`config.mk`:
```
export PLATFORM = sky130hd
export DESIGN_NAME = onehot_pulse_decoder_flat
export DESIGN_NICKNAME = d
export VERILOG_FILES = /design/src/rtl/onehot_pulse_decoder_if.sv /design/src/rtl/onehot_pulse_decoder.sv /design/src/flat_wrapper.sv
export SDC_FILE = /design/constraint.sdc
export NUM_CORES = 1
export LEC_CHECK = 0
export ABC_AREA = 1
export CAP_MARGIN = 15
export CORE_UTILIZATION = 55
export DETAILED_ROUTE_END_ITERATION = 16
export GPL_TIMING_DRIVEN = 0
export PLACE_DENSITY = 0.83
export SLEW_MARGIN = 20
export SYNTH_ARGS = -nofsm -noshare
export SYNTH_HDL_FRONTEND = slang
export SYNTH_SLANG_ARGS = --single-unit
```
`constraint.sdc`:
```
create_clock -name clk -period 3.2 [get_ports clk]
set_input_delay 0.32 -clock clk [delete_from_list [all_inputs] [get_ports clk]]
set_output_delay 0.32 -clock clk [all_outputs]
set_load 0.01 [all_outputs]
```
`src/rtl/onehot_pulse_decoder_if.sv`:
```
// rtl/onehot_pulse_decoder_if.sv - code/length input stream for the one-hot pulse decoder
interface onehot_pulse_decoder_if #(
  parameter int LEN_W = 4
);
  logic             in_valid;
  logic             in_ready;
  logic [2:0]       d;
  logic [LEN_W-1:0] len;

  modport master (output in_valid, d, len, input in_ready);
  modport slave  (input in_valid, d, len, output in_ready);
endinterface

```
`src/rtl/onehot_pulse_decoder.sv`:
```
// rtl/onehot_pulse_decoder.sv - FIFO-buffered 3-to-8 decoder emitting timed one-hot pulses
// Optional macro DECODER_GAP_EN inserts a one-cycle all-zero gap between consecutive pulses.
module onehot_pulse_decoder #(
  parameter  int DEPTH = 4,
  parameter  int LEN_W = 4,
  localparam int PTR_W = $clog2(DEPTH),
  localparam int CNT_W = PTR_W + 1
) (
  input  logic                  clk,
  input  logic                  rst_n,
  onehot_pulse_decoder_if.slave s_if,
  output logic [7:0]            y,
  output logic                  busy,
  output logic [CNT_W-1:0]      count
);

`ifdef DECODER_GAP_EN
  typedef enum logic [1:0] {IDLE = 2'd0, PULSE = 2'd1, GAP = 2'd2} state_t;
`else
  typedef enum logic [1:0] {IDLE = 2'd0, PULSE = 2'd1} state_t;
`endif

  state_t           r_state;
  logic [7:0]       r_y;
  logic             r_busy;
  logic [LEN_W-1:0] r_cnt;
  logic [CNT_W-1:0] r_count;
  logic [PTR_W-1:0] r_wptr;
  logic [PTR_W-1:0] r_rptr;
  logic [2:0]       r_mem_d   [DEPTH];
  logic [LEN_W-1:0] r_mem_len [DEPTH];

  logic             w_empty;
  logic             w_full;
  logic             w_push;
  logic             w_pop;
  logic             w_active_nxt;
  logic [CNT_W-1:0] w_count_nxt;
  logic [2:0]       w_head_d;
  logic [LEN_W-1:0] w_head_len;
  logic [LEN_W-1:0] w_load_cnt;
  logic [7:0]       w_head_onehot;

  assign w_empty       = (r_count == '0);
  assign w_full        = (r_count == CNT_W'(DEPTH));
  assign s_if.in_ready = !w_full;
  assign w_push        = s_if.in_valid && !w_full;
  assign w_head_d      = r_mem_d[r_rptr];
  assign w_head_len    = r_mem_len[r_rptr];
  // A zero length still produces a single-cycle pulse.
  assign w_load_cnt    = (w_head_len == '0) ? '0 : w_head_len - LEN_W'(1);
  assign w_head_onehot = 8'b1 << w_head_d;

  always_comb begin
    w_pop = 1'b0;
    if (!w_empty) begin
      case (r_state)
        IDLE:  w_pop = 1'b1;
        PULSE: begin
`ifdef DECODER_GAP_EN
          w_pop = 1'b0;
`else
          w_pop = (r_cnt == '0);
`endif
        end
`ifdef DECODER_GAP_EN
        GAP:   w_pop = 1'b1;
`endif
        default: w_pop = 1'b0;
      endcase
    end
  end

`ifdef DECODER_GAP_EN
  assign w_active_nxt = w_pop || (r_state == PULSE);
`else
  assign w_active_nxt = w_pop || ((r_state == PULSE) && (r_cnt != '0));
`endif

  always_comb begin
    w_count_nxt = r_count;
    case ({w_push, w_pop})
      2'b10:   w_count_nxt = r_count + CNT_W'(1);
      2'b01:   w_count_nxt = r_count - CNT_W'(1);
      default: w_count_nxt = r_count;
    endcase
  end

  always_ff @(posedge clk) begin
    if (w_push) begin
      r_mem_d[r_wptr]   <= s_if.d;
      r_mem_len[r_wptr] <= s_if.len;
    end
  end

  // DEPTH is a power of two, so the pointers wrap by plain overflow.
  always_ff @(posedge clk or negedge rst_n) begin
    if (!rst_n) begin
      r_wptr  <= '0;
      r_rptr  <= '0;
      r_count <= '0;
    end else begin
      if (w_push) r_wptr <= r_wptr + PTR_W'(1);
      if (w_pop)  r_rptr <= r_rptr + PTR_W'(1);
      r_count <= w_count_nxt;
    end
  end

  always_ff @(posedge clk or negedge rst_n) begin
    if (!rst_n) begin
      r_state <= IDLE;
      r_y     <= '0;
      r_cnt   <= '0;
      r_busy  <= 1'b0;
    end else begin
      r_busy <= w_active_nxt || (w_count_nxt != '0);
      if (w_pop) begin
        r_state <= PULSE;
        r_y     <= w_head_onehot;
        r_cnt   <= w_load_cnt;
      end else begin
        case (r_state)
          PULSE: begin
            if (r_cnt != '0) begin
              r_cnt <= r_cnt - LEN_W'(1);
            end else begin
              r_y <= '0;
`ifdef DECODER_GAP_EN
              r_state <= GAP;
`else
              r_state <= IDLE;
`endif
            end
          end
          default: begin
            r_y     <= '0;
            r_state <= IDLE;
          end
        endcase
      end
    end
  end

  assign y     = r_y;
  assign busy  = r_busy;
  assign count = r_count;

endmodule

```
`src/flat_wrapper.sv`:
```
// flat-port wrapper written by rule: the top's interface ports become plain ports
module onehot_pulse_decoder_flat 
#(
  parameter  int DEPTH = 4,
  parameter  int LEN_W = 4,
  localparam int PTR_W = $clog2(DEPTH),
  localparam int CNT_W = PTR_W + 1
)
  (clk, rst_n, y, busy, count, s_if_in_valid, s_if_d, s_if_len, s_if_in_ready);
  onehot_pulse_decoder_if #(.LEN_W(LEN_W)) s_if_i ();
  input  logic clk;
  input  logic rst_n;
  output logic [7:0] y;
  output logic busy;
  output logic [CNT_W-1:0] count;
  input wire logic [$bits(s_if_i.in_valid)-1:0] s_if_in_valid;
  input wire logic [$bits(s_if_i.d)-1:0] s_if_d;
  input wire logic [$bits(s_if_i.len)-1:0] s_if_len;
  output wire logic [$bits(s_if_i.in_ready)-1:0] s_if_in_ready;
  assign s_if_i.in_valid = s_if_in_valid;
  assign s_if_i.d = s_if_d;
  assign s_if_i.len = s_if_len;
  assign s_if_in_ready = s_if_i.in_ready;
  onehot_pulse_decoder #(.DEPTH(DEPTH), .LEN_W(LEN_W)) u_core (.clk(clk), .rst_n(rst_n), .s_if(s_if_i), .y(y), .busy(busy), .count(count));
endmodule
```
## After elaboration in Yosys (flattened, before gate mapping)

Memories as Yosys holds them, arrays and structs flattened.
Index checks and enable logic that the tools add are counted.

| word-level totals | value |
|---|---|
| flip-flop bits (word level) | 22 |
| RAM bits | 28 |
| input bits | 10 |
| memories kept | 2 |

Memory list:

| memory | words | width | read ports | clocked after Yosys merged registers in | wr ports | line | text |
|---|---|---|---|---|---|---|---|
| u_core.r_mem_len | 4 | 4 | 1 | 0 | 1 | onehot_pulse_decoder.sv:31 | `logic [LEN_W-1:0] r_mem_len [DEPTH];` |
| u_core.r_mem_d | 4 | 3 | 1 | 0 | 1 | onehot_pulse_decoder.sv:30 | `logic [2:0] r_mem_d [DEPTH];` |

| operators by class | value |
|---|---|
| add/subtract/negate cells | 6 |
| eq/ne operators | 5 |
| shift operators | 1 |
| multiplexer cells | 15 |
| reduce and logical (&&, ||, !) cells | 14 |

Operator list:

| cell | number |
|---|---|
| $mux 8 | 3 |
| $mux 4 | 4 |
| $logic_not 4->1 | 2 |
| $shl 1x3->8 const A | 1 |
| $sub 4x1->4 const B | 2 |
| $mux 2 | 3 |
| $pmux 3 s2 | 1 |
| $add 2x1->2 const B | 2 |
| $eq 2x1->1 const B | 2 |
| $reduce_bool 2->1 | 2 |
| $reduce_bool 4->1 | 1 |
| $add 3x1->3 const B | 1 |
| $eq 3x3->1 const B | 1 |
| $logic_not 3->1 | 1 |
| $mux 1 | 3 |
| $ne 3x2->1 const B | 1 |
| $reduce_bool 3->1 | 1 |
| $sub 3x1->3 const B | 1 |
| $eq 2x2->1 const B | 1 |
| $logic_and 1x1->1 | 2 |
| $logic_not 2->1 | 1 |
| $logic_or 1x1->1 | 2 |
| $pmux 1 s2 | 1 |
| $reduce_and 2->1 | 1 |
| $logic_not 1->1 | 1 |

## Depth between registers and ports, before layout

Gate-level depths: netlist of the first run.

| depth | value |
|---|---|
| depth after elaboration | 7 |
| depth in mapped cells | 12 |
| depth with buffers taken out | 12 |

## Least setup slack after synthesis of the first run

Ideal clock, no wire load.

| timing path | value |
|---|---|
| kind | reg-to-reg |
| start | register u_core.r_cnt[0] |
| end | register u_core.r_count[2], in the netlist u_core.count[2] |
| data arrival time | 1.996 ns |
| required time | 3.069 ns |
| setup slack | 1.073 ns |
| cell stages (with the launch flop) | 13 |
| cell sequence | dfrtp_1 inv_1 ha_1 nand3_1 nand2_2 nand2_1 inv_2 ha_1 inv_1 fa_1 a21oi_1 o21ai_0 xor2_1 |

| on the way | value |
|---|---|
| longest elaborated chain between the ends | 5 |
| elaborated cells between the ends (all ways) | 6 |

Ends and longest elaborated chain:

| element | line | text |
|---|---|---|
| start: declaration | onehot_pulse_decoder.sv:26 | `logic [LEN_W-1:0] r_cnt;` |
| start signal: assignment | onehot_pulse_decoder.sv:120 | `r_cnt <= w_load_cnt;` |
| start signal: assignment | onehot_pulse_decoder.sv:125 | `r_cnt <= r_cnt - LEN_W'(1);` |
| $logic_not 4->1 (*) | onehot_pulse_decoder.sv:63 | `w_pop = (r_cnt == '0);` |
| $pmux 1 s2 (*) | onehot_pulse_decoder.sv:57 | `case (r_state)` |
| $mux 1 (*) | onehot_pulse_decoder.sv:56 | `if (!w_empty) begin` |
| via u_core.w_pop | onehot_pulse_decoder.sv:36 | `logic w_pop;` |
| $eq 2x1->1 or $eq 2x2->1 (tied branches) | onehot_pulse_decoder.sv:82 | `case ({w_push, w_pop})` |
| $pmux 3 s2 (*) | onehot_pulse_decoder.sv:82 |  |
| via u_core.w_count_nxt[2] | onehot_pulse_decoder.sv:38 | `logic [CNT_W-1:0] w_count_nxt;` |
| end signal: assignment | onehot_pulse_decoder.sv:105 | `r_count <= w_count_nxt;` |
| end: declaration | onehot_pulse_decoder.sv:27 | `logic [CNT_W-1:0] r_count;` |

Mark *: on every way through the listed nets, which the timed path passes. The rest lies on a longest branch.
A chain may end at the register's enable or synchronous reset.

## Worst setup path after layout of the first run

Ends and elaborated chain as after synthesis.

==> impl_metrics.tcl, run 1 <==
set metrics [dict create \
    fin_setup_tns_ns 0 \
    critPathBufInv 3 \
    peakVddDrop_v 0.000373 \
    slew_violations 0 \
    outcome "complete, no violations" \
    grt_pass1_wl_mm 6.60 \
    avgViaCountPerCell 5.14 \
    worstPathCellList "inv_1 > ha_1 > nand3_1 > nand2_2 > nand2_1 > inv_2 > ha_1 > inv_1 > fa_1 > a21oi_1 > o21ai_0 > xor2_1" \
    hold_viol_final 0 \
    maxCapViolations 0 \
    overflow 0 \
    synth_fp_nets 226 \
    htreeDepth 2 \
    ys_ff_latch 49 \
    antenna_cells 0 \
    total_power_mw 2.40 \
    num_io_pins 23 \
    rsz0062_at_grt "false" \
    worstPathMaxFanout 7 \
    period_minus_slack_ns 2.41 \
    grt_pass1_vias 1496 \
    tightest_slew_ns 0.915 \
    drt_first_iter_violations 72 \
    clk_latency_ns 0.30 \
    root_buffer "clkbuf_8" \
    synth_area_sq_um 2240 \
    wl_mm 3.80 \
    startpoint_type "flop" \
    cp-startpoint "u_core.r_cnt[0]" \
    io_buffers 22 \
    crit_arrival_ns 2.58 \
    dpl.hpwl_mm 2.68 \
    worstReg2RegStart "u_core.r_cnt[0]" \
    die_area_sq_um 4320 \
    yosys_warnings 0 \
    nNetsFinal 255 \
    synthCells 209 \
    max_stage_delay_ns 0.38 \
    clockBufferDepth 2 \
    die_w_um 65.8 \
    whs_ns 0.495 \
    fin_skew_ns 0.00446 \
    drive_gt1_share_pct 14.6 \
    synthToLayoutAreaGrowth_pct 16.2 \
    cts_setup_buffers 0 \
    cts_hold_buf 0 \
    place_congestion 0.780 \
    grt_usage_pct 21.0 \
    relSlewSlack_pct 38.8 \
    synth.distinct_cells 24 \
    wl_per_cell_um 13.2 \
    post_cts_resize_count 0 \
    dieHeight_um 65.8 \
    clk_pin_slew_ns 0.08 \
    finalCritPeriodShare_pct 75.3 \
    endpoint_kind "flop" \
    cts_sinks 49 \
    slowest_stage "dfrtp_1" \
    synth_seq_area_share_pct 61.1 \
    ant_nets 0 \
    initial_core_util_pct 59.3 \
    vias 1476 \
    drcViolationCount 0 \
    hold_start "u_core.y[7]" \
    finalSetupViolations 0 \
    critical_path_required_ns 3.37 \
    power.density_nw_per_um2 923 \
    avgSynthCellArea_sq_um 10.7 \
    cts_tree "done" \
    path_class "flop to flop" \
    p_leak_nw 1.11 \
    grt_start_max_net_pins 22 \
    hold_path_class "flop to flop" \
    core-area_sq_um 3770 \
    cts_buffers 5 \
    crit_family "adder cells" \
    first_pass_iters 6 \
    fp-row-count 22 \
    max_freq_mhz 415 \
    antenna_found_initial 0 \
]
## sequential cells by signal (all words and copies together) (netlist names)
name              flops
u_core.busy           1
u_core.r_mem_d       12
u_core.y              8
u_core.r_wptr         2
u_core.count          3
u_core.r_rptr         2
u_core.r_mem_len     16
u_core.r_cnt          4
u_core.r_state        1
## cell families after synthesis
| kind of cell | count (synthesis) | synth area share [%] |
|---|---|---|
| flip-flops | 49 | 61.1 |
| buffers and inverters | 29 | 6.83 |
| AO/OA/AOI/OAI | 17 | 4.70 |
| adder cells (fa/ha/maj) | 7 | 4.25 |
| AND/OR/NAND/NOR | 101 | 20.8 |
| XOR/XNOR | 6 | 2.35 |
## cell usage after synthesis
cell	n	area, sq um
nor2_4	1	11.3
nor2_1	13	48.8
buf_6	3	33.8
o22ai_1	1	6.26
o21ai_0	4	20.0
buf_12	1	20.0
nand3_2	4	40.0
o21ai_2	4	35.0
edfxtp_1	28	841
inv_1	18	67.6
xor2_1	5	43.8
nand2_2	11	68.8
xnor2_1	1	8.76
nand2_1	52	195
fa_1	1	20.0
nand3_1	20	100
inv_2	4	15.0
dfrtp_1	21	526
ha_1	6	75.1
a21oi_1	3	15.0
inv_6	1	8.76
o21ai_1	4	20.0
clkinv_1	2	7.51
a22o_1	1	8.76
## worst register-to-register path, delay by kind of cell (launching register included)
family	cells	cell delay (ns)
simple gates	3	0.39
fa+ha+maj	3	0.72
buf+inv	3	0.35
compound gates	2	0.28
xor+xnor	1	0.17
flops	1	0.38
## per-stage QoR
step	instance area [sq um]	std cells	setup WS, ns	utilization, %
6_report	2600	287	0.790	68.9
4_1_cts	2600	287	0.809	68.9
5_1_grt	2600	287	0.527	68.9
2_1_floorplan	2240	209	1.07	-
3_5_place_dp	2520	279	0.876	66.7
3_3_place_gp	2520	279	0.862	66.7
## worst paths after layout
path                               endpoint  slack (ns)  depth (start not counted)
setup / recovery            u_core.count[2]        0.79                         12
max in group asynchronous  u_core.r_wptr[1]        2.11                          1
setup reg to reg            u_core.count[2]        0.79                         12
hold reg to reg                 u_core.y[7]        0.50                          2
min in group asynchronous   u_core.r_cnt[0]        0.54                          1
hold / removal                  u_core.y[7]        0.50                          2
## per-layer routing
metal	wire length, um	part of all wire (%)	track usage, %
met5	0	0	0
met4	65	1.7	10.9
met3	137	3.6	3.47
met2	1940	51	37.2
met1	1650	44	24.0
## report_power, final
part	switching (mW)	internal [mW]	total (mW)
Combinational	0.670	0.445	1.11
Sequential	0.0817	0.859	0.941
Clock	0.188	0.154	0.342
## area by class of cell
class / count / area, sq um
plain buffers: 4 / 53.8
multi-input cells: 131 / 717
fillers: 281 / 1170
repair buffers: 22 / 220
flip-flops and latches: 49 / 1370
clock buffers: 7 / 76.3
clock inverters: 1 / 5.00
well taps: 48 / 60.1
inverters: 25 / 98.8
## layout by cell type, fill, tap and decap left out, types with 5 or more instances in the layout
| master | instances |
|---|---|
| clkdlybuf4s50_1 | 22 |
| nand2_2 | 11 |
| clkbuf_8 | 5 |
| nand3_1 | 20 |
| ha_1 | 6 |
| nand2_1 | 52 |
| dfrtp_1 | 21 |
| edfxtp_1 | 28 |
| xor2_1 | 5 |
| inv_1 | 18 |
| nor2_1 | 13 |
Power figures use the tool's default switching activity.
==> run 2: changes to the inputs <==
Settings changed: CORE_UTILIZATION 55 to 50, PLACE_DENSITY 0.83 to 0.79.
Clock period 3.2 ns to 2 ns, I/O delays scaled along.
==> run 2 against run 1 <==
Compared with the run above: non-clock buffer count increased by 11; sequential share of layout area is 2.9 points lower; first-iteration DRC count rose by 78%; core utilization decreased by 2.5 points; routed wire length rose by 8.5%; die area rose by 9.7%; global-route usage shrank 2.2 points; register-to-register slack worse by 0.78 ns; worst setup slack got worse by 0.78 ns; clock-buffer cell count down 1; total power is 73% higher; critical path type unchanged; critical endpoint unchanged; largest power group unchanged; highest routed layer unchanged.
==> impl_metrics.tcl, run 2 (synthesized netlist as in run 1, its figures left out) <==
set metrics [dict create \
    critPathBufInv 3 \
    relSlewSlack_pct 38.3 \
    regMostFlops "u_core.r_mem_len" \
    critical_path_required_ns 2.19 \
    cts_tree "done" \
    seq_area_sq_um 1370 \
    finalCoreUtilization_pct 66.3 \
    slowest_stage "dfrtp_1" \
    finalSetupViolations 0 \
    fp-row-count 23 \
    multi_input_area_sq_um 776 \
    fin_setup_tns_ns 0 \
    peakVddDrop_v 0.000597 \
    hold_path_class "input pin to asynchronous set/reset pin" \
    dieHeight_um 68.9 \
    whs_ns 0.411 \
    wl_mm 4.12 \
    place_area_sq_um 2530 \
    htreeDepth 2 \
    wl_per_cell_um 13.7 \
    overflow 0 \
    worstPathMaxFanout 3 \
    rsz0062_at_grt "true" \
    maxCapViolations 0 \
    period_minus_slack_ns 1.99 \
    drive_gt1_share_pct 23.2 \
    grt_usage_pct 18.8 \
    hold_viol_final 0 \
    finalCritPeriodShare_pct 99.5 \
    max_freq_mhz 503 \
    synthToLayoutAreaGrowth_pct 22.9 \
    power.density_nw_per_um2 1500 \
    grt_start_max_net_pins 22 \
    place_congestion 0.782 \
    max_stage_delay_ns 0.41 \
    initial_core_util_pct 54.0 \
    io_buffers 22 \
    crit_family "adder cells" \
    slew_violations 0 \
    worstPathCellList "inv_2 > ha_4 > nand3_2 > nand2_2 > nand2_4 > inv_4 > ha_4 > inv_4 > fa_2 > a21oi_2 > o21ai_2 > xor2_1" \
    grt_pass1_wl_mm 6.24 \
    drcViolationCount 0 \
    clockBufferDepth 2 \
    outcome "complete, no violations" \
    core-area_sq_um 4140 \
    cts_sinks 49 \
    fin_area_sq_um 2750 \
    startpoint_type "flop" \
    die_w_um 68.9 \
    p_leak_nw 1.17 \
    tightest_slew_ns 0.922 \
    vias 1520 \
    num_io_pins 23 \
    path_class "flop to flop" \
    nNetsFinal 266 \
    ant_nets 0 \
    cts_buffers 5 \
    dpl.hpwl_mm 2.72 \
    antenna_found_initial 0 \
    die_area_sq_um 4740 \
    clk_pin_slew_ns 0.09 \
    antenna_cells 0 \
    fill_cells 324 \
    fin_skew_ns 0.00641 \
    endpoint_kind "flop" \
    first_pass_iters 4 \
    clk_latency_ns 0.30 \
    root_buffer "clkbuf_8" \
    grt_pass1_vias 1443 \
    drt_first_iter_violations 128 \
    final_common_cell "nand2_1" \
    largest_reg_flops 16 \
    avgViaCountPerCell 5.07 \
    crit_arrival_ns 2.18 \
    cts_hold_buf 0 \
    mostFrequentLayoutCells "nand2_1, edfxtp_1, clkdlybuf4s50_1" \
]
## run 2: changes by cell type in the layout (fill, tap and decap cells not counted), sizes merged
cell / delta
clkbuf: -1
clkinvlp: +1
buf: +11
## run 2: area by class of cell
cell class,instances,area share [%]
tap,50,2.28
clock inverter,2,0.410
buffer,4,1.96
sequential,49,49.7
timing repair buffer,33,11.0
multi-input combinational,131,28.2
clock buffer,6,2.64
inverter,25,3.78
## run 2: final timing paths
| kind | start | to | slack [ns] | depth (start not counted) |
|---|---|---|---|---|
| worst max-delay path | u_core.r_cnt[0] | u_core.count[2] | 0.01 | 12 |
| worst min-delay path | rst_n | u_core.y[5] | 0.41 | 1 |
| worst max register to register | u_core.r_cnt[0] | u_core.count[2] | 0.01 | 12 |
| worst min register to register | u_core.y[7] | u_core.y[7] | 0.49 | 2 |
| max in group asynchronous | rst_n | u_core.count[2] | 1.02 | 1 |
| min in group clk | u_core.y[7] | u_core.y[7] | 0.49 | 2 |
## run 2: worst reg2reg max path: cells and delay by family (launching register included)
kind / cells / cell delay, ns
XOR/XNOR: 1 / 0.16
adder cells (fa/ha/maj): 3 / 0.65
AND/OR/NAND/NOR: 3 / 0.22
AO/OA/AOI/OAI: 2 / 0.22
flip-flops: 1 / 0.41
buffers and inverters: 3 / 0.21
## run 2: repair_timing
action	4_1_cts	5_1_grt
gates cloned	0	0
resized for setup	5	9
endpoints found under the setup margin	3	2
setup buffers	5	6
pin swaps	3	7
## run 2: routing by layer
| layer | vias to the layer above | global-route usage (%) | wire, um |
|---|---|---|---|
| li1 | 760 | - | - |
| met2 | 33 | 32.5 | 2080 |
| met3 | 8 | 5.43 | 132 |
| met5 | - | 0 | 0 |
| met4 | 0 | 9.18 | 72 |
| met1 | 719 | 21.1 | 1830 |
## run 2: per-stage QoR
stage	cells	setup WS (ns)	power [mW]
finish	300	0.0102	4.14
global route	300	-0.0949	4.43
floorplan	209	-0.0167	2.81
detailed placement	281	-0.170	3.33
CTS	294	0.0281	3.99
global placement	281	-0.135	3.26
## run 2: power breakdown
group	total [mW]	internal, mW	switching, mW	leakage [nW]
registers	1.51	1.37	0.133	0.510
logic	2.07	0.886	1.18	0.617
clock network	0.561	0.243	0.318	0.0388
==> run 3: changes to the inputs <==
Settings changed: CTS_CLUSTER_SIZE set to 25.
==> results of run 3 <==
No change in the layout: final DEF, timing and power equal those of run 2.
